==> config.mk <==
export PLATFORM = sky130hd
export DESIGN_NAME = prbs_pattern_gen
export DESIGN_NICKNAME = d
export VERILOG_FILES = /design/src/rtl/prbs_pkg.sv /design/src/rtl/prbs_pattern_gen_lfsr15_byte.sv /design/src/rtl/prbs_pattern_gen.sv
export SDC_FILE = /design/constraint.sdc
export NUM_CORES = 1
export LEC_CHECK = 0
export BUFFER_PORTS_ARGS = -buffer_cell sky130_fd_sc_hd__buf_2
export CAP_MARGIN = 20
export CORE_MARGIN = 2
export CORE_UTILIZATION = 40
export CTS_CLUSTER_DIAMETER = 200
export DETAILED_ROUTE_END_ITERATION = 7
export GPL_ROUTABILITY_DRIVEN = 0
export GPL_TIMING_DRIVEN = 0
export HOLD_SLACK_MARGIN = 0.1
export PLACE_DENSITY = 0.55
export SLEW_MARGIN = 25
export SYNTH_ARGS = -nofsm -noshare
export SYNTH_HDL_FRONTEND = slang
export SYNTH_SLANG_ARGS = --single-unit
==> constraint.sdc <==
create_clock -name clk -period 4.5 [get_ports clk]
set_input_delay 1.35 -clock clk [delete_from_list [all_inputs] [get_ports clk]]
set_output_delay 1.35 -clock clk [all_outputs]
set_load 0.01 [all_outputs]
==> src/rtl/prbs_pkg.sv <==
// Shared constants and types for the PRBS-15 pattern generator and checker.
package prbs_pkg;

  localparam logic [7:0] HDR_A = 8'h0A;
  localparam logic [7:0] HDR_B = 8'h0B;
  localparam logic [7:0] HDR_C = 8'h0C;
  localparam logic [7:0] HDR_D = 8'h0D;

  typedef enum logic [1:0] {
    StIdle,
    StHdr,
    StPrbs
  } state_e;

  localparam logic [14:0] PRBS15_DEFAULT_SEED = 15'h7FFF;
  localparam int unsigned PRBS15_TAP_HI = 14;
  localparam int unsigned PRBS15_TAP_LO = 13;

  function automatic logic [7:0] hdr_byte(input logic [1:0] idx);
    logic [7:0] b;
    case (idx)
      2'd0:    b = HDR_A;
      2'd1:    b = HDR_B;
      2'd2:    b = HDR_C;
      default: b = HDR_D;
    endcase
    return b;
  endfunction

endpackage

==> src/rtl/prbs_pattern_gen_lfsr15_byte.sv <==
// Combinational 8-step advance of the x^15+x^14+1 LFSR; first feedback bit lands in byte bit 7.
module lfsr15_byte
  import prbs_pkg::*;
(
  input  logic [14:0] state_i,
  output logic [14:0] state_o,
  output logic [7:0]  byte_o
);

  logic [14:0] s;
  logic        fb;

  always_comb begin
    s      = state_i;
    fb     = 1'b0;
    byte_o = '0;
    for (int i = 0; i < 8; i++) begin
      fb            = s[PRBS15_TAP_HI] ^ s[PRBS15_TAP_LO];
      byte_o[7 - i] = fb;
      s             = {s[13:0], fb};
    end
    state_o = s;
  end

endmodule

==> src/rtl/prbs_pattern_gen.sv <==
// PRBS-15 frame transmitter: header 0A..0D repeated n times, then PRBS_LEN PRBS bytes.
// Optional header error injection is enabled by defining PRBS_PATT_GEN_ERR_INJ_EN.
module prbs_pattern_gen
  import prbs_pkg::*;
#(
  parameter int unsigned PATT_WIDTH   = 8,
  parameter int unsigned REPEAT_WIDTH = 5,
  parameter int unsigned PRBS_LEN     = 16,
  parameter logic [14:0] PRBS_SEED    = 15'h7FFF
) (
  input  logic                    clk,
  input  logic                    arst,
  input  logic                    start,
  input  logic [REPEAT_WIDTH-1:0] n,
  input  logic                    byte_ready,
`ifdef PRBS_PATT_GEN_ERR_INJ_EN
  input  logic                    err_inj,
`endif
  output logic [PATT_WIDTH-1:0]   byte_out,
  output logic                    byte_valid,
  output logic                    busy,
  output logic                    done
);

  localparam logic [14:0] SeedEff = (PRBS_SEED == 15'd0) ? PRBS15_DEFAULT_SEED : PRBS_SEED;
  localparam logic [7:0]  LastCnt = 8'(PRBS_LEN - 1);

  state_e                  state_q, state_d;
  logic [1:0]              idx_q, idx_d;
  logic [REPEAT_WIDTH-1:0] rep_q, rep_d, n_q, n_d, rep_inc;
  logic [7:0]              cnt_q, cnt_d;
  logic [14:0]             lfsr_q, lfsr_d, gen_in, gen_next;
  logic [7:0]              gen_byte, byte_q, byte_d, inj_mask;
  logic                    valid_q, valid_d, busy_q, busy_d, done_q, done_d;
  logic                    xfer, accept, err_now, hit_cur, hdr_next;

  // lfsr_q holds the state following the PRBS byte currently presented.
  assign gen_in = (state_q == StIdle) ? SeedEff : lfsr_q;

  lfsr15_byte u_lfsr (
    .state_i (gen_in),
    .state_o (gen_next),
    .byte_o  (gen_byte)
  );

  assign xfer     = valid_q & byte_ready;
  assign accept   = (state_q == StIdle) & start & ~done_q;
  assign rep_inc  = rep_q + 1'b1;
  assign inj_mask = (err_now & ~hit_cur) ? 8'h80 : 8'h00;

  always_comb begin
    state_d  = state_q;
    idx_d    = idx_q;
    rep_d    = rep_q;
    n_d      = n_q;
    cnt_d    = cnt_q;
    lfsr_d   = lfsr_q;
    byte_d   = byte_q;
    valid_d  = valid_q;
    busy_d   = busy_q;
    done_d   = 1'b0;
    hdr_next = 1'b0;
    unique case (state_q)
      StIdle: begin
        if (accept) begin
          n_d     = n;
          idx_d   = 2'd0;
          rep_d   = '0;
          cnt_d   = 8'd0;
          valid_d = 1'b1;
          busy_d  = 1'b1;
          if (n == '0) begin
            state_d = StPrbs;
            byte_d  = gen_byte;
            lfsr_d  = gen_next;
          end else begin
            state_d  = StHdr;
            byte_d   = HDR_A ^ inj_mask;
            lfsr_d   = SeedEff;
            hdr_next = 1'b1;
          end
        end
      end
      StHdr: begin
        if (xfer) begin
          if (idx_q == 2'd3) begin
            rep_d = rep_inc;
            idx_d = 2'd0;
            if (rep_inc == n_q) begin
              state_d = StPrbs;
              byte_d  = gen_byte;
              lfsr_d  = gen_next;
            end else begin
              byte_d   = HDR_A ^ inj_mask;
              hdr_next = 1'b1;
            end
          end else begin
            idx_d    = idx_q + 2'd1;
            byte_d   = hdr_byte(idx_q + 2'd1) ^ inj_mask;
            hdr_next = 1'b1;
          end
        end
      end
      StPrbs: begin
        if (xfer) begin
          cnt_d = cnt_q + 8'd1;
          if (cnt_q == LastCnt) begin
            state_d = StIdle;
            valid_d = 1'b0;
            busy_d  = 1'b0;
            done_d  = 1'b1;
          end else begin
            byte_d = gen_byte;
            lfsr_d = gen_next;
          end
        end
      end
      default: state_d = StIdle;
    endcase
  end

`ifdef PRBS_PATT_GEN_ERR_INJ_EN
  // flag_q: injection pending or in flight; hit_q: the presented byte carries it.
  logic flag_q, flag_d, hit_q, hit_d;

  assign err_now = flag_q | err_inj;
  assign hit_cur = hit_q;

  always_comb begin
    flag_d = flag_q | err_inj;
    hit_d  = hit_q;
    if (state_q == StIdle) begin
      flag_d = hdr_next & err_inj;
      hit_d  = hdr_next & err_inj;
    end else if (xfer) begin
      if (hit_q) begin
        flag_d = 1'b0;
        hit_d  = 1'b0;
      end else begin
        flag_d = err_now;
        hit_d  = err_now & hdr_next;
      end
    end
  end

  always_ff @(posedge clk or posedge arst) begin
    if (arst) begin
      flag_q <= 1'b0;
      hit_q  <= 1'b0;
    end else begin
      flag_q <= flag_d;
      hit_q  <= hit_d;
    end
  end
`else
  assign err_now = 1'b0;
  assign hit_cur = 1'b0;
`endif

  always_ff @(posedge clk or posedge arst) begin
    if (arst) begin
      state_q <= StIdle;
      idx_q   <= 2'd0;
      rep_q   <= '0;
      n_q     <= '0;
      cnt_q   <= 8'd0;
      lfsr_q  <= SeedEff;
      byte_q  <= 8'd0;
      valid_q <= 1'b0;
      busy_q  <= 1'b0;
      done_q  <= 1'b0;
    end else begin
      state_q <= state_d;
      idx_q   <= idx_d;
      rep_q   <= rep_d;
      n_q     <= n_d;
      cnt_q   <= cnt_d;
      lfsr_q  <= lfsr_d;
      byte_q  <= byte_d;
      valid_q <= valid_d;
      busy_q  <= busy_d;
      done_q  <= done_d;
    end
  end

  assign byte_out   = byte_q;
  assign byte_valid = valid_q;
  assign busy       = busy_q;
  assign done       = done_q;

endmodule
==> results by group <==
Outcome
  • Status: finished, final reports clean

Global route
  • GR Overflow Total: 0
  • Pin count of the biggest net entering global routing: 25
  • Global-route wire length before repair: 10.3 mm
  • Total GRT Usage: 0.174
  • Antenna violations before repair: 0
  • Number of global-route vias before repair: 2067

Floorplanning
  • Core Footprint: 6720 um2
  • Row count: 30
  • Die Ht: roughly 87 um
  • Initial core utilization: 0.408
  • I/O Pins: 20
  • Die X: 86.8 um
  • Die area: 7530 um2

Drt
  • Wire length per cell: between 15 and 20 um
  • Initial drt markers: ~120
  • Number of remaining DRC errors: 0
  • Vias per cell: 5.73
  • Via Count: 2080
  • DRT Pass-1 Iters: 4
  • WL final: approximately 6.1 mm
  • Antenna-violating nets left: 0

Pwr
  • Leak: between 1 and 1.5 nW
  • Switch share: 0.414
  • Peak supply drop: around 0.37 mV
  • Pwr/cell area: a little over 700 nW/um2
  • Net Switching: 0.911 mW
  • Combinational group share of total power: 0.548
  • Clock share of power: 0.147
  • Internal: around 1.3 mW
  • Flop pwr share: 0.305

Layout
  • Post-layout util: 0.457
  • Reg area: roughly 1200 um2
  • Nets@finish: 300
  • Layout fillers: between 600 and 700
  • Ratio of cells with drive above 1 in the final layout: 0.279
  • Multi-input gate area: 1370 um2
  • Layout Cells excl Fill: around 360
  • Ant. Diodes: 0
  • Layout area overhead: 12.1%

Timing
  • Hold slack: 0.488 ns
  • Worst setup margin: 1.70 ns
  • FMAX: 0.357 GHz
  • RSZ-0062 raised after global routing: false
  • Post-route clock period utilization: 0.622
  • # setup viols final: 0
  • Clock skew: 0.0111 ns
  • Worst-Margin Slew: 0.543 ns
  • Final period demand of the worst path: approximately 2.8 ns
  • Fin. max-slew vios: 0
  • Setup TNS: 0 ns
  • Fin. Hold Viols: 0
  • Slew HR: 0.636

Yosys
  • Synthesized net count: around 270
  • Synthesized netlist cell count: 255
  • Seq/Total Area, Yosys: 0.436
  • Cell Area, Synth: 2740 um2
  • YS warnings: 0
  • Ys flop type: dfrtp_1
  • Post-synth top cells: dfrtp_1 (32), dfstp_2 (15), nor2_1 (15)
  • Post-synth top area cell: dfrtp_1
  • Avg Synthesized Cell Area: between 10 and 15 um2
  • Asr flop ratio synth: 1.00
  • Post-synth top area share: 0.292
  • Seq cells post-synth: 47
  • Post-synth cell types: 56
  • Top cells by area, synth: dfrtp_1 (29%), dfstp_2 (14%), ha_1 (4.1%)
  • Count of flip-flops with a built-in enable after synthesis: 0
  • Most common cell in the netlist: dfrtp_1

Clock tree
  • H-Tree Depth: 2
  • Worst-Skew Late Latency: 0.30 ns
  • Clock sinks: 47
  • Setup Buffers After CTS: 0
  • PostCTS Resize Cnt: 0
  • CTS tree: yes
  • CTS Hold Bufs: 0
  • Clock root buffer: clkbuf_8
  • CTS Buffer Depth: 2
  • CTS clock-pin slew for the worst setup and hold paths: 0.09 ns
  • CTS Buf Count: 5

Critical path
  • FF-to-FF End: lfsr_q[3]
  • CP Capture Type: flip-flop
  • Cell count of the worst reg-to-reg path: 9
  • WP data required: 4.73 ns
  • Reg2Reg Setup Slack: 1.96 ns
  • Max FO, Critical Path: 9
  • CP arrival: 3.03 ns
  • R2r startpoint: rep_q[0]
  • Setup Crit Path Kind: in2reg
  • Crit start category: input pin

Placed design
  • Dpl hpwl: about 4.4 mm
  • Port Buf Inserts: 19
  • Cells after DPL: 355
  • Place WS: approximately 1.4 ns

Flow run
  • Max-cap viol count: 0

Hold path
  • Min-delay src: byte_out[3]
  • WHS Path Cells: 2
  • Worst hold path endpoint: byte_out[3]
  • HP Class: reg2reg
cell usage in the layout (no fill, tap or decap), types with 3 or more instances in the layout:
| cell | synthesis | routed |
|---|---|---|
| a22o_2 | 3 | 3 |
| buf_2 | 4 | 23 |
| a32o_1 | 5 | 5 |
| nor3_1 | 4 | 4 |
| o21ai_0 | 14 | 14 |
| dfrtp_1 | 32 | 32 |
| ha_1 | 9 | 9 |
| o22a_1 | 7 | 7 |
| clkbuf_8 | 2 | 8 |
| inv_1 | 11 | 10 |
| dfstp_2 | 15 | 15 |
| clkbuf_1 | 6 | 6 |
| a22o_1 | 7 | 7 |
| o31ai_1 | 5 | 5 |
| nor2_1 | 15 | 15 |
| buf_6 | 3 | 3 |
| nand2_1 | 13 | 13 |
| and2_1 | 3 | 3 |
| a21o_1 | 3 | 3 |
| xnor2_1 | 12 | 12 |
| o32a_1 | 8 | 8 |
| nand4_1 | 4 | 4 |
| mux2_2 | 6 | 6 |
| or4_1 | 8 | 8 |
| nand3_1 | 8 | 8 |
| nor2_2 | 3 | 3 |
| a21oi_1 | 5 | 5 |
flip-flops by register name, summed over array words and instances, names as in the netlist:
signal    flops
busy          1
n_q           5
lfsr_q       15
byte_out      8
state_q       2
cnt_q         8
rep_q         5
idx_q         2
done          1
worst max-delay path by stage:
stage / start / endpoint / slack (ns) / cells past startpoint
after floorplan: n[1] / lfsr_q[6] / 1.64 / 6
after global placement: arst / rep_q[4] / 1.33 / 2
after detailed placement: n[1] / lfsr_q[3] / 1.39 / 7
after CTS: n[1] / lfsr_q[3] / 1.71 / 7
after global routing: n[1] / lfsr_q[0] / 1.65 / 7
final: n[1] / lfsr_q[0] / 1.70 / 7
critical path, stage by stage:
cell and delay [ns]:
buf_2 0.11, or4_4 0.58, nor2_8 0.14, nor2_2 0.10
or2_1 0.21, buf_2 0.18, o32a_1 0.36
cells by family after synthesis:
logic type      Yosys count  synth area share
buf+inv                  28            0.0630
xor+xnor                 14            0.0447
compound gates           77             0.232
flops                    47             0.436
simple gates             72             0.151
fa+ha+maj                 9            0.0411
mux                       8            0.0320
routing by layer:
| layer | track usage | vias to the layer above | share of wire |
|---|---|---|---|
| met5 | 0 | - | 0 |
| met4 | 0.0469 | 0 | 0.012 |
| met3 | 0.0324 | 6 | 0.027 |
| met2 | 0.262 | 24 | 0.45 |
| met1 | 0.256 | 1030 | 0.51 |
| li1 | - | 1020 | - |
power groups by stage:
stage                     logic, mW  registers (mW)  clock network (mW)
after floorplan               0.907           0.677                   0
after global placement         1.19           0.677                   0
after detailed placement       1.20           0.681                   0
after CTS                      1.21           0.672               0.332
after global routing           1.31           0.691               0.347
final                          1.21           0.670               0.324
final cells by class:
| class | count | share of cell area |
|---|---|---|
| buffer | 17 | 0.0428 |
| clock buffer | 6 | 0.0269 |
| clock inverter | 2 | 0.0114 |
| inverter | 11 | 0.0134 |
| multi-input combinational | 180 | 0.447 |
| sequential | 47 | 0.389 |
| tap | 80 | 0.0326 |
| timing repair buffer | 20 | 0.0375 |
metrics by stage:
step,power (mW),area [um2]
3_3_place_gp,1.87,2940
4_1_cts,2.21,3070
3_5_place_dp,1.88,2960
5_1_grt,2.35,3070
6_report,2.20,3070
2_1_floorplan,1.58,2740
(Power assumes the default switching activity.)
